$ cat src/rtl/osd_pkg.sv
// Shared definitions for the OSD front end (reliability sorter and generator-column permuter).
// Contents:
//   OSD_N, OSD_W, OSD_IDX_W : default codeword length, LLR width and index width
//   osd_state_e             : sorter FSM states
//   osd_key_t               : sort key {mag, idx, sgn} at the default widths
package osd_pkg;

    localparam int unsigned OSD_N     = 8;
    localparam int unsigned OSD_W     = 8;
    localparam int unsigned OSD_IDX_W = $clog2(OSD_N);

    typedef enum logic [1:0] {
        StIdle = 2'd0,
        StSort = 2'd1,
        StDone = 2'd2
    } osd_state_e;

    typedef struct packed {
        logic [OSD_W-1:0]     mag;
        logic [OSD_IDX_W-1:0] idx;
        logic                 sgn;
    } osd_key_t;

endpackage

$ cat src/rtl/osd_reliability_sorter_if.sv
// Frame-in / permutation-out bundle of the reliability sorter.
// Signals:
//   in_valid, in_ready, llr_flat             : input frame handshake, LLR i at [i*W +: W]
//   out_valid, out_ready                     : result handshake
//   lambda1, mag_sorted, hd_perm             : sorted indices, magnitudes and hard decisions
// Modports: master drives frames and accepts results, slave is the sorter.
interface osd_reliability_sorter_if
    import osd_pkg::*;
#(
    parameter int unsigned N     = OSD_N,
    parameter int unsigned W     = OSD_W,
    parameter int unsigned IDX_W = $clog2(N)
);

    logic               in_valid;
    logic               in_ready;
    logic [N*W-1:0]     llr_flat;
    logic               out_valid;
    logic               out_ready;
    logic [N*IDX_W-1:0] lambda1;
    logic [N*W-1:0]     mag_sorted;
    logic [N-1:0]       hd_perm;

    modport master (
        output in_valid,
        output llr_flat,
        output out_ready,
        input  in_ready,
        input  out_valid,
        input  lambda1,
        input  mag_sorted,
        input  hd_perm
    );

    modport slave (
        input  in_valid,
        input  llr_flat,
        input  out_ready,
        output in_ready,
        output out_valid,
        output lambda1,
        output mag_sorted,
        output hd_perm
    );

endinterface

$ cat src/rtl/osd_cmp_swap.sv
// One compare-swap cell of the odd-even transposition network.
// Ports:
//   a_i       : key at the lower position j
//   b_i       : key at position j+1
//   hi_o      : key that goes to position j (larger magnitude)
//   lo_o      : key that goes to position j+1
//   swapped_o : the pair was exchanged
// Swaps only on strictly greater magnitude so equal keys keep their order.
module osd_cmp_swap
    import osd_pkg::*;
#(
    parameter type key_t = osd_key_t
) (
    input  key_t a_i,
    input  key_t b_i,
    output key_t hi_o,
    output key_t lo_o,
    output logic swapped_o
);

    always_comb begin
        swapped_o = (b_i.mag > a_i.mag);
        hi_o      = swapped_o ? b_i : a_i;
        lo_o      = swapped_o ? a_i : b_i;
    end

endmodule

$ cat src/rtl/osd_reliability_sorter.sv
// Reliability sorter for ordered-statistics decoding: sorts a frame of N signed LLRs by
// magnitude (descending, stable) with an N-pass odd-even transposition sort, one pass per cycle,
// carrying the original index and hard-decision sign with each key.
// Ports:
//   clk    : clock, rising edge
//   rst_n  : asynchronous active-low reset, aborts any frame in flight
//   bus_io : osd_reliability_sorter_if slave (frame in, permutation out)
// Optional feature macro OSD_SORTER_EARLY_EXIT_EN: when defined, SORT leaves after two
// consecutive swap-free passes; otherwise every frame takes exactly N passes.
module osd_reliability_sorter
    import osd_pkg::*;
#(
    parameter int unsigned N     = OSD_N,
    parameter int unsigned W     = OSD_W,
    parameter int unsigned IDX_W = $clog2(N)
) (
    input  logic                    clk,
    input  logic                    rst_n,
    osd_reliability_sorter_if.slave bus_io
);

    localparam int unsigned NPAIR = N / 2;
    localparam int unsigned PW    = IDX_W + 1;

    typedef struct packed {
        logic [W-1:0]     mag;
        logic [IDX_W-1:0] idx;
        logic             sgn;
    } key_t;

    osd_state_e       state_q, state_d;
    logic [PW-1:0]    p_q, p_d;
    key_t             keys_q [N];
    key_t             keys_d [N];
    key_t             load_keys [N];
    key_t             even_nxt [N];
    key_t             odd_nxt [N];
    key_t             cmp_a [NPAIR];
    key_t             cmp_b [NPAIR];
    key_t             cmp_hi [NPAIR];
    key_t             cmp_lo [NPAIR];
    logic [NPAIR-1:0] cmp_swp;
    logic [NPAIR-1:0] pass_swp;
    logic             odd_pass;

    assign odd_pass = p_q[0];

    // Key load: |x| as W-bit unsigned, so the most negative value maps to 2^(W-1).
    for (genvar i = 0; i < N; i++) begin : g_load
        logic [W-1:0] llr;
        assign llr          = bus_io.llr_flat[i*W +: W];
        assign load_keys[i] = '{
            mag: (llr[W-1] ? ((~llr) + W'(1)) : llr),
            idx: IDX_W'(i),
            sgn: llr[W-1]
        };
    end

    // Cell k handles (2k,2k+1) on even passes and (2k+1,2k+2) on odd passes. When N is even the
    // last cell has no odd-pass partner and its output is discarded on odd passes.
    for (genvar k = 0; k < NPAIR; k++) begin : g_pair
        localparam bit          OddOk = ((2 * k + 2) < N);
        localparam int unsigned OddB  = OddOk ? (2 * k + 2) : (2 * k + 1);

        assign cmp_a[k] = odd_pass ? keys_q[2*k+1] : keys_q[2*k];
        assign cmp_b[k] = odd_pass ? keys_q[OddB]  : keys_q[2*k+1];

        osd_cmp_swap #(
            .key_t(key_t)
        ) u_cmp (
            .a_i      (cmp_a[k]),
            .b_i      (cmp_b[k]),
            .hi_o     (cmp_hi[k]),
            .lo_o     (cmp_lo[k]),
            .swapped_o(cmp_swp[k])
        );

        assign even_nxt[2*k]   = cmp_hi[k];
        assign even_nxt[2*k+1] = cmp_lo[k];

        if (OddOk) begin : g_odd
            assign odd_nxt[2*k+1] = cmp_hi[k];
            assign odd_nxt[2*k+2] = cmp_lo[k];
            assign pass_swp[k]    = cmp_swp[k];
        end else begin : g_odd_tail
            assign odd_nxt[2*k+1] = keys_q[2*k+1];
            assign pass_swp[k]    = odd_pass ? 1'b0 : cmp_swp[k];
        end
    end

    assign odd_nxt[0] = keys_q[0];
    if ((N % 2) == 1) begin : g_even_tail
        assign even_nxt[N-1] = keys_q[N-1];
    end

`ifdef OSD_SORTER_EARLY_EXIT_EN
    // quiet_q: the previous pass of this frame made no swap.
    logic quiet_q, quiet_d;
    logic any_swap;
    assign any_swap = |pass_swp;

    always_ff @(posedge clk or negedge rst_n) begin
        if (!rst_n) begin
            quiet_q <= 1'b0;
        end else begin
            quiet_q <= quiet_d;
        end
    end
`else
    logic unused_swp;
    assign unused_swp = |pass_swp;
`endif

    always_comb begin
        state_d = state_q;
        p_d     = p_q;
        keys_d  = keys_q;
`ifdef OSD_SORTER_EARLY_EXIT_EN
        quiet_d = quiet_q;
`endif
        unique case (state_q)
            StIdle: begin
                if (bus_io.in_valid) begin
                    keys_d  = load_keys;
                    p_d     = '0;
                    state_d = StSort;
`ifdef OSD_SORTER_EARLY_EXIT_EN
                    quiet_d = 1'b0;
`endif
                end
            end
            StSort: begin
                if (odd_pass) begin
                    keys_d = odd_nxt;
                end else begin
                    keys_d = even_nxt;
                end
                p_d = p_q + PW'(1);
                if (p_q == PW'(N - 1)) begin
                    state_d = StDone;
                end
`ifdef OSD_SORTER_EARLY_EXIT_EN
                quiet_d = ~any_swap;
                if (quiet_q && !any_swap) begin
                    state_d = StDone;
                end
`endif
            end
            StDone: begin
                if (bus_io.out_ready) begin
                    state_d = StIdle;
                end
            end
            default: state_d = StIdle;
        endcase
    end

    always_ff @(posedge clk or negedge rst_n) begin
        if (!rst_n) begin
            state_q <= StIdle;
            p_q     <= '0;
            for (int i = 0; i < N; i++) begin
                keys_q[i] <= '0;
            end
        end else begin
            state_q <= state_d;
            p_q     <= p_d;
            keys_q  <= keys_d;
        end
    end

    // Outputs come straight from the key registers; they only change while sorting or loading.
    logic [N*IDX_W-1:0] lambda_flat;
    logic [N*W-1:0]     mag_flat;
    logic [N-1:0]       hd_flat;

    always_comb begin
        lambda_flat = '0;
        mag_flat    = '0;
        hd_flat     = '0;
        for (int c = 0; c < N; c++) begin
            lambda_flat[c*IDX_W +: IDX_W] = keys_q[c].idx;
            mag_flat[c*W +: W]            = keys_q[c].mag;
            hd_flat[c]                    = keys_q[c].sgn;
        end
    end

    assign bus_io.lambda1    = lambda_flat;
    assign bus_io.mag_sorted = mag_flat;
    assign bus_io.hd_perm    = hd_flat;
    assign bus_io.in_ready   = (state_q == StIdle);
    assign bus_io.out_valid  = (state_q == StDone);

endmodule

$ cat src/flat_wrapper.sv
// flat-port wrapper written by rule: the top's interface ports become plain ports
module osd_reliability_sorter_flat import osd_pkg::*;
#(
    parameter int unsigned N     = OSD_N,
    parameter int unsigned W     = OSD_W,
    parameter int unsigned IDX_W = $clog2(N)
)
  (clk, rst_n, bus_io_in_valid, bus_io_llr_flat, bus_io_out_ready, bus_io_in_ready, bus_io_out_valid, bus_io_lambda1, bus_io_mag_sorted, bus_io_hd_perm);
  osd_reliability_sorter_if #(.N(N), .W(W), .IDX_W(IDX_W)) bus_io_i ();
  input  logic clk;
  input  logic rst_n;
  input wire logic [$bits(bus_io_i.in_valid)-1:0] bus_io_in_valid;
  input wire logic [$bits(bus_io_i.llr_flat)-1:0] bus_io_llr_flat;
  input wire logic [$bits(bus_io_i.out_ready)-1:0] bus_io_out_ready;
  output wire logic [$bits(bus_io_i.in_ready)-1:0] bus_io_in_ready;
  output wire logic [$bits(bus_io_i.out_valid)-1:0] bus_io_out_valid;
  output wire logic [$bits(bus_io_i.lambda1)-1:0] bus_io_lambda1;
  output wire logic [$bits(bus_io_i.mag_sorted)-1:0] bus_io_mag_sorted;
  output wire logic [$bits(bus_io_i.hd_perm)-1:0] bus_io_hd_perm;
  assign bus_io_i.in_valid = bus_io_in_valid;
  assign bus_io_i.llr_flat = bus_io_llr_flat;
  assign bus_io_i.out_ready = bus_io_out_ready;
  assign bus_io_in_ready = bus_io_i.in_ready;
  assign bus_io_out_valid = bus_io_i.out_valid;
  assign bus_io_lambda1 = bus_io_i.lambda1;
  assign bus_io_mag_sorted = bus_io_i.mag_sorted;
  assign bus_io_hd_perm = bus_io_i.hd_perm;
  osd_reliability_sorter #(.N(N), .W(W), .IDX_W(IDX_W)) u_core (.clk(clk), .rst_n(rst_n), .bus_io(bus_io_i));
endmodule
$ cat config.mk
export PLATFORM = sky130hd
export DESIGN_NAME = osd_reliability_sorter_flat
export DESIGN_NICKNAME = d
export VERILOG_FILES = /design/src/rtl/osd_pkg.sv /design/src/rtl/osd_reliability_sorter_if.sv /design/src/rtl/osd_cmp_swap.sv /design/src/rtl/osd_reliability_sorter.sv /design/src/flat_wrapper.sv
export SDC_FILE = /design/constraint.sdc
export NUM_CORES = 1
export LEC_CHECK = 0
export CORE_UTILIZATION = 48
export CTS_CLUSTER_DIAMETER = 120
export DETAILED_ROUTE_END_ITERATION = 10
export GPL_ROUTABILITY_DRIVEN = 0
export PLACE_DENSITY = 0.85
export SLEW_MARGIN = 40
export SYNTH_ARGS = -nofsm -noshare
export SYNTH_HDL_FRONTEND = slang
export SYNTH_SLANG_ARGS = --single-unit
$ cat constraint.sdc
create_clock -name clk -period 3.6 [get_ports clk]
set_input_delay 0.54 -clock clk [delete_from_list [all_inputs] [get_ports clk]]
set_output_delay 0.54 -clock clk [all_outputs]
set_load 0.005 [all_outputs]
==> metrics.txt <==
gr busiest metal met2; multi-input combinational cell area 5070 sq um; R2R Path End u_core.bus_io.mag_sorted[3]; layout cell share with drive strength beyond 1 7.53%; Synth Cell Area 8040 sq um; Worst Setup Path Type flop to flop; Routed Wire Length 26,200 um; DRT Pass-1 Iters 8; setup TNS 0 ns; synth top area cells dfrtp_1, ha_1, a21oi_1, o21ai_0, nand2_1; CTS HTree Levels 3; Synth area leader dfrtp_1; post-detail-place hpwl 19,200 um; row count 46; GRT overflow 0; hold_buf cts 0; Worst Skew 0.00847 ns; vias in the first global route 7,945; Post-CTS Resized 0; Hold WC Path Type input port to asynchronous set/reset pin; I/O pin total 166; die area 17,300 sq um; RSZ-0062 raised after global routing no; Yosys top cell area share 31.8%; Chip Width 131 um; Remaining DRCs 0; launch point of the worst reg-to-reg path u_core.p_q[0]; Setup violations, final 0; first-pass GRT wire length 41,800 um; n_diodes 0; top_reg_cell synth dfrtp_1; Worst Setup SP u_core.p_q[0]; Worst Setup EP u_core.bus_io.mag_sorted[3]; fmax 303 MHz; fill count 1,367; Cell Chain, Critical Path buf_4 > mux2_2 > ha_1 > nor2b_1 > o211ai_1 > a21oi_1 > o22ai_2 > buf_4 > nor2_1 > a211oi_1 > o22a_1; worst skew pair latency 0.36 ns; met2 usage 49.1%; Worst Tran Pin Value 0.668 ns; sequential share of the synthesized area 31.8%; Via Count 8,452; Post-Syn Nets 1,084; EDFF count, synth 0; core area 16,100 sq um; met1 usage 38.9%; vias per inst 6.35; Worst R2R Path Depth 11; IO buf count 165; die height 131 um; DRT iter0 DRCs 934; slowest cell on the critical path dfrtp_4; Syn Area/Cell 8.25 sq um; min cycle time layout 3.30 ns; clock tree from TritonCTS done; Initial Utilization 49.9%; Max Cap Viol 0; # Post-CTS Setup Buffers 0; Total GRT Usage 30.2%; kind of end point of the critical path flop; arrival time worst endpoint 3.60 ns; Slew headroom 55.5%; outcome finished, final reports clean; Nets 1,219; count of antenna-violating nets left after detailed routing 0; Yosys warning total 0; post-synthesis register bit count 102; Final Max Slew Viols 0; Synth cell types 66; critical path launch point type flop; Root Driver clkbuf_16; Syn-to-layout area delta 27.4%; crit-path max cell delay 0.64 ns; CTS sink count 102; clk slew on worst S/H paths 0.07 ns; CTS Buffer Depth 2; final-report hold violation count 0; worst reg2reg setup slack 0.30 ns; Tcrit/Tclk final 91.7%; Post-Synthesis Cells 975; met3 GRT Util 4.86%; CP Max Fanout 26; CTS Buf Count 9; Reg area 2560 sq um; routed len/inst 19.7 um; Crit path required time 3.90 ns; largest net degree at the start of global routing 61; Synth async-reset ratio 100%; CP most frequent cell buf_4; initial antenna violation count 0
[metrics by stage]
stage                     util [%]  hold slack (ns)  setup slack [ns]  std cells  cell area, sq um
final                         63.5            0.169             0.297       1331             10200
after detailed placement      61.6            0.516             0.251       1314              9920
after floorplan                  -            0.244             0.200        975              8040
after global routing          63.5            0.205             0.151       1331             10200
after CTS                     63.3            0.304             0.204       1330             10200
after global placement        61.6            0.494             0.345       1314              9920
[layer usage]
metal	wire length (um)	vias to the layer above	part of all wire (%)
met4	1020	0	3.9
met5	0	-	0
li1	-	3872	-
met3	2210	74	8.4
met1	10700	4029	41
met2	12300	477	47
[cell families (layout without fill, tap and decap cells)]
family,Yosys count,count (layout),share of synthesized area (%)
xor gates and xnor gates,41,41,4.47
muxes,56,56,7.32
AOI/OAI and AO/OA,344,344,27.8
adders and majority gates,41,41,6.38
and+or+nand+nor,289,289,17.0
DFF,102,102,31.8
buffers and inverters,102,242,5.34
[critical path: cells and delay by family, from the launching register on]
kind	cells	cell delay [ns]
AOI/OAI and AO/OA	5	1.04
DFF	1	0.64
buffers and inverters	2	0.61
muxes	1	0.41
adders and majority gates	1	0.32
and+or+nand+nor	2	0.20
[layout make-up]
type	count	area share (%)
multi-input cells	771	49.5
flip-flops and latches	102	25.0
clock inverters	4	0.305
well taps	216	2.64
repair buffers	195	18.9
clock buffers	12	2.50
inverters	31	1.14
[state kept, by name (all words and copies together) (netlist names), named ones only]
name and flops:
u_core.bus_io.hd_perm 7, u_core.p_q 4, u_core.bus_io.lambda1 24, u_core.state_q 2
u_core.bus_io.mag_sorted 64
[Yosys cell counts, types with 3 or more instances]
cell and count:
a2111oi_0 8, a211oi_1 13, a21o_1 5, a21oi_1 90, a221o_1 5, a22o_1 9
a22oi_1 8, a31oi_1 12, a32o_1 4, a32oi_1 3, and2_1 6, buf_2 19
clkbuf_1 46, dfrtp_1 102, ha_1 41, inv_1 31, mux2_2 22, mux2i_1 34
nand2_1 109, nand2b_1 11, nand3_1 19, nand4_1 10, nor2_1 63, nor2b_1 33
nor3_1 7, nor4_1 5, nor4b_1 4, o211ai_1 25, o21a_1 4, o21ai_0 88
o21ai_1 4, o22a_1 17, o22ai_1 5, o311ai_0 7, o31ai_1 12, o32a_1 5
o41ai_1 4, or2_2 5, or3_1 8, xnor2_1 25, xor2_1 16
[worst min-delay path by stage]
| stage | from | to | slack, ns |
|---|---|---|---|
| 4_1_cts | rst_n | u_core.bus_io.mag_sorted[63] | 0.30 |
| 3_3_place_gp | u_core.p_q[2] | u_core.p_q[2] | 0.49 |
| 2_1_floorplan | rst_n | asynchronous set/reset pin | 0.24 |
| 5_1_grt | rst_n | u_core.bus_io.mag_sorted[63] | 0.21 |
| 3_5_place_dp | u_core.p_q[2] | u_core.p_q[2] | 0.52 |
| 6_report | rst_n | u_core.bus_io.mag_sorted[58] | 0.17 |
[cell usage in the layout (no fill, tap or decap), types with 7 or more instances in the layout]
| master | instances |
|---|---|
| o311ai_0 | 7 |
| nand3_1 | 19 |
| nand2_1 | 109 |
| a2111oi_0 | 8 |
| clkbuf_16 | 9 |
| inv_1 | 31 |
| mux2i_1 | 34 |
| o21ai_0 | 88 |
| nand2b_1 | 10 |
| xor2_1 | 16 |
| xnor2_1 | 25 |
| nor2_1 | 60 |
| nand4_1 | 10 |
| o22a_1 | 17 |
| a22oi_1 | 8 |
| ha_1 | 41 |
| o31ai_1 | 12 |
| nor2b_1 | 33 |
| buf_4 | 26 |
| a22o_1 | 9 |
| clkdlybuf4s50_1 | 164 |
| o211ai_1 | 25 |
| a211oi_1 | 13 |
| mux2_2 | 22 |
| a31oi_1 | 12 |
| or3_1 | 8 |
| a21oi_1 | 90 |
| nor3_1 | 7 |
| dfrtp_1 | 101 |
Power is not shown: default switching activity piles up to over one toggle a cycle in this logic, so the estimate is an artifact.
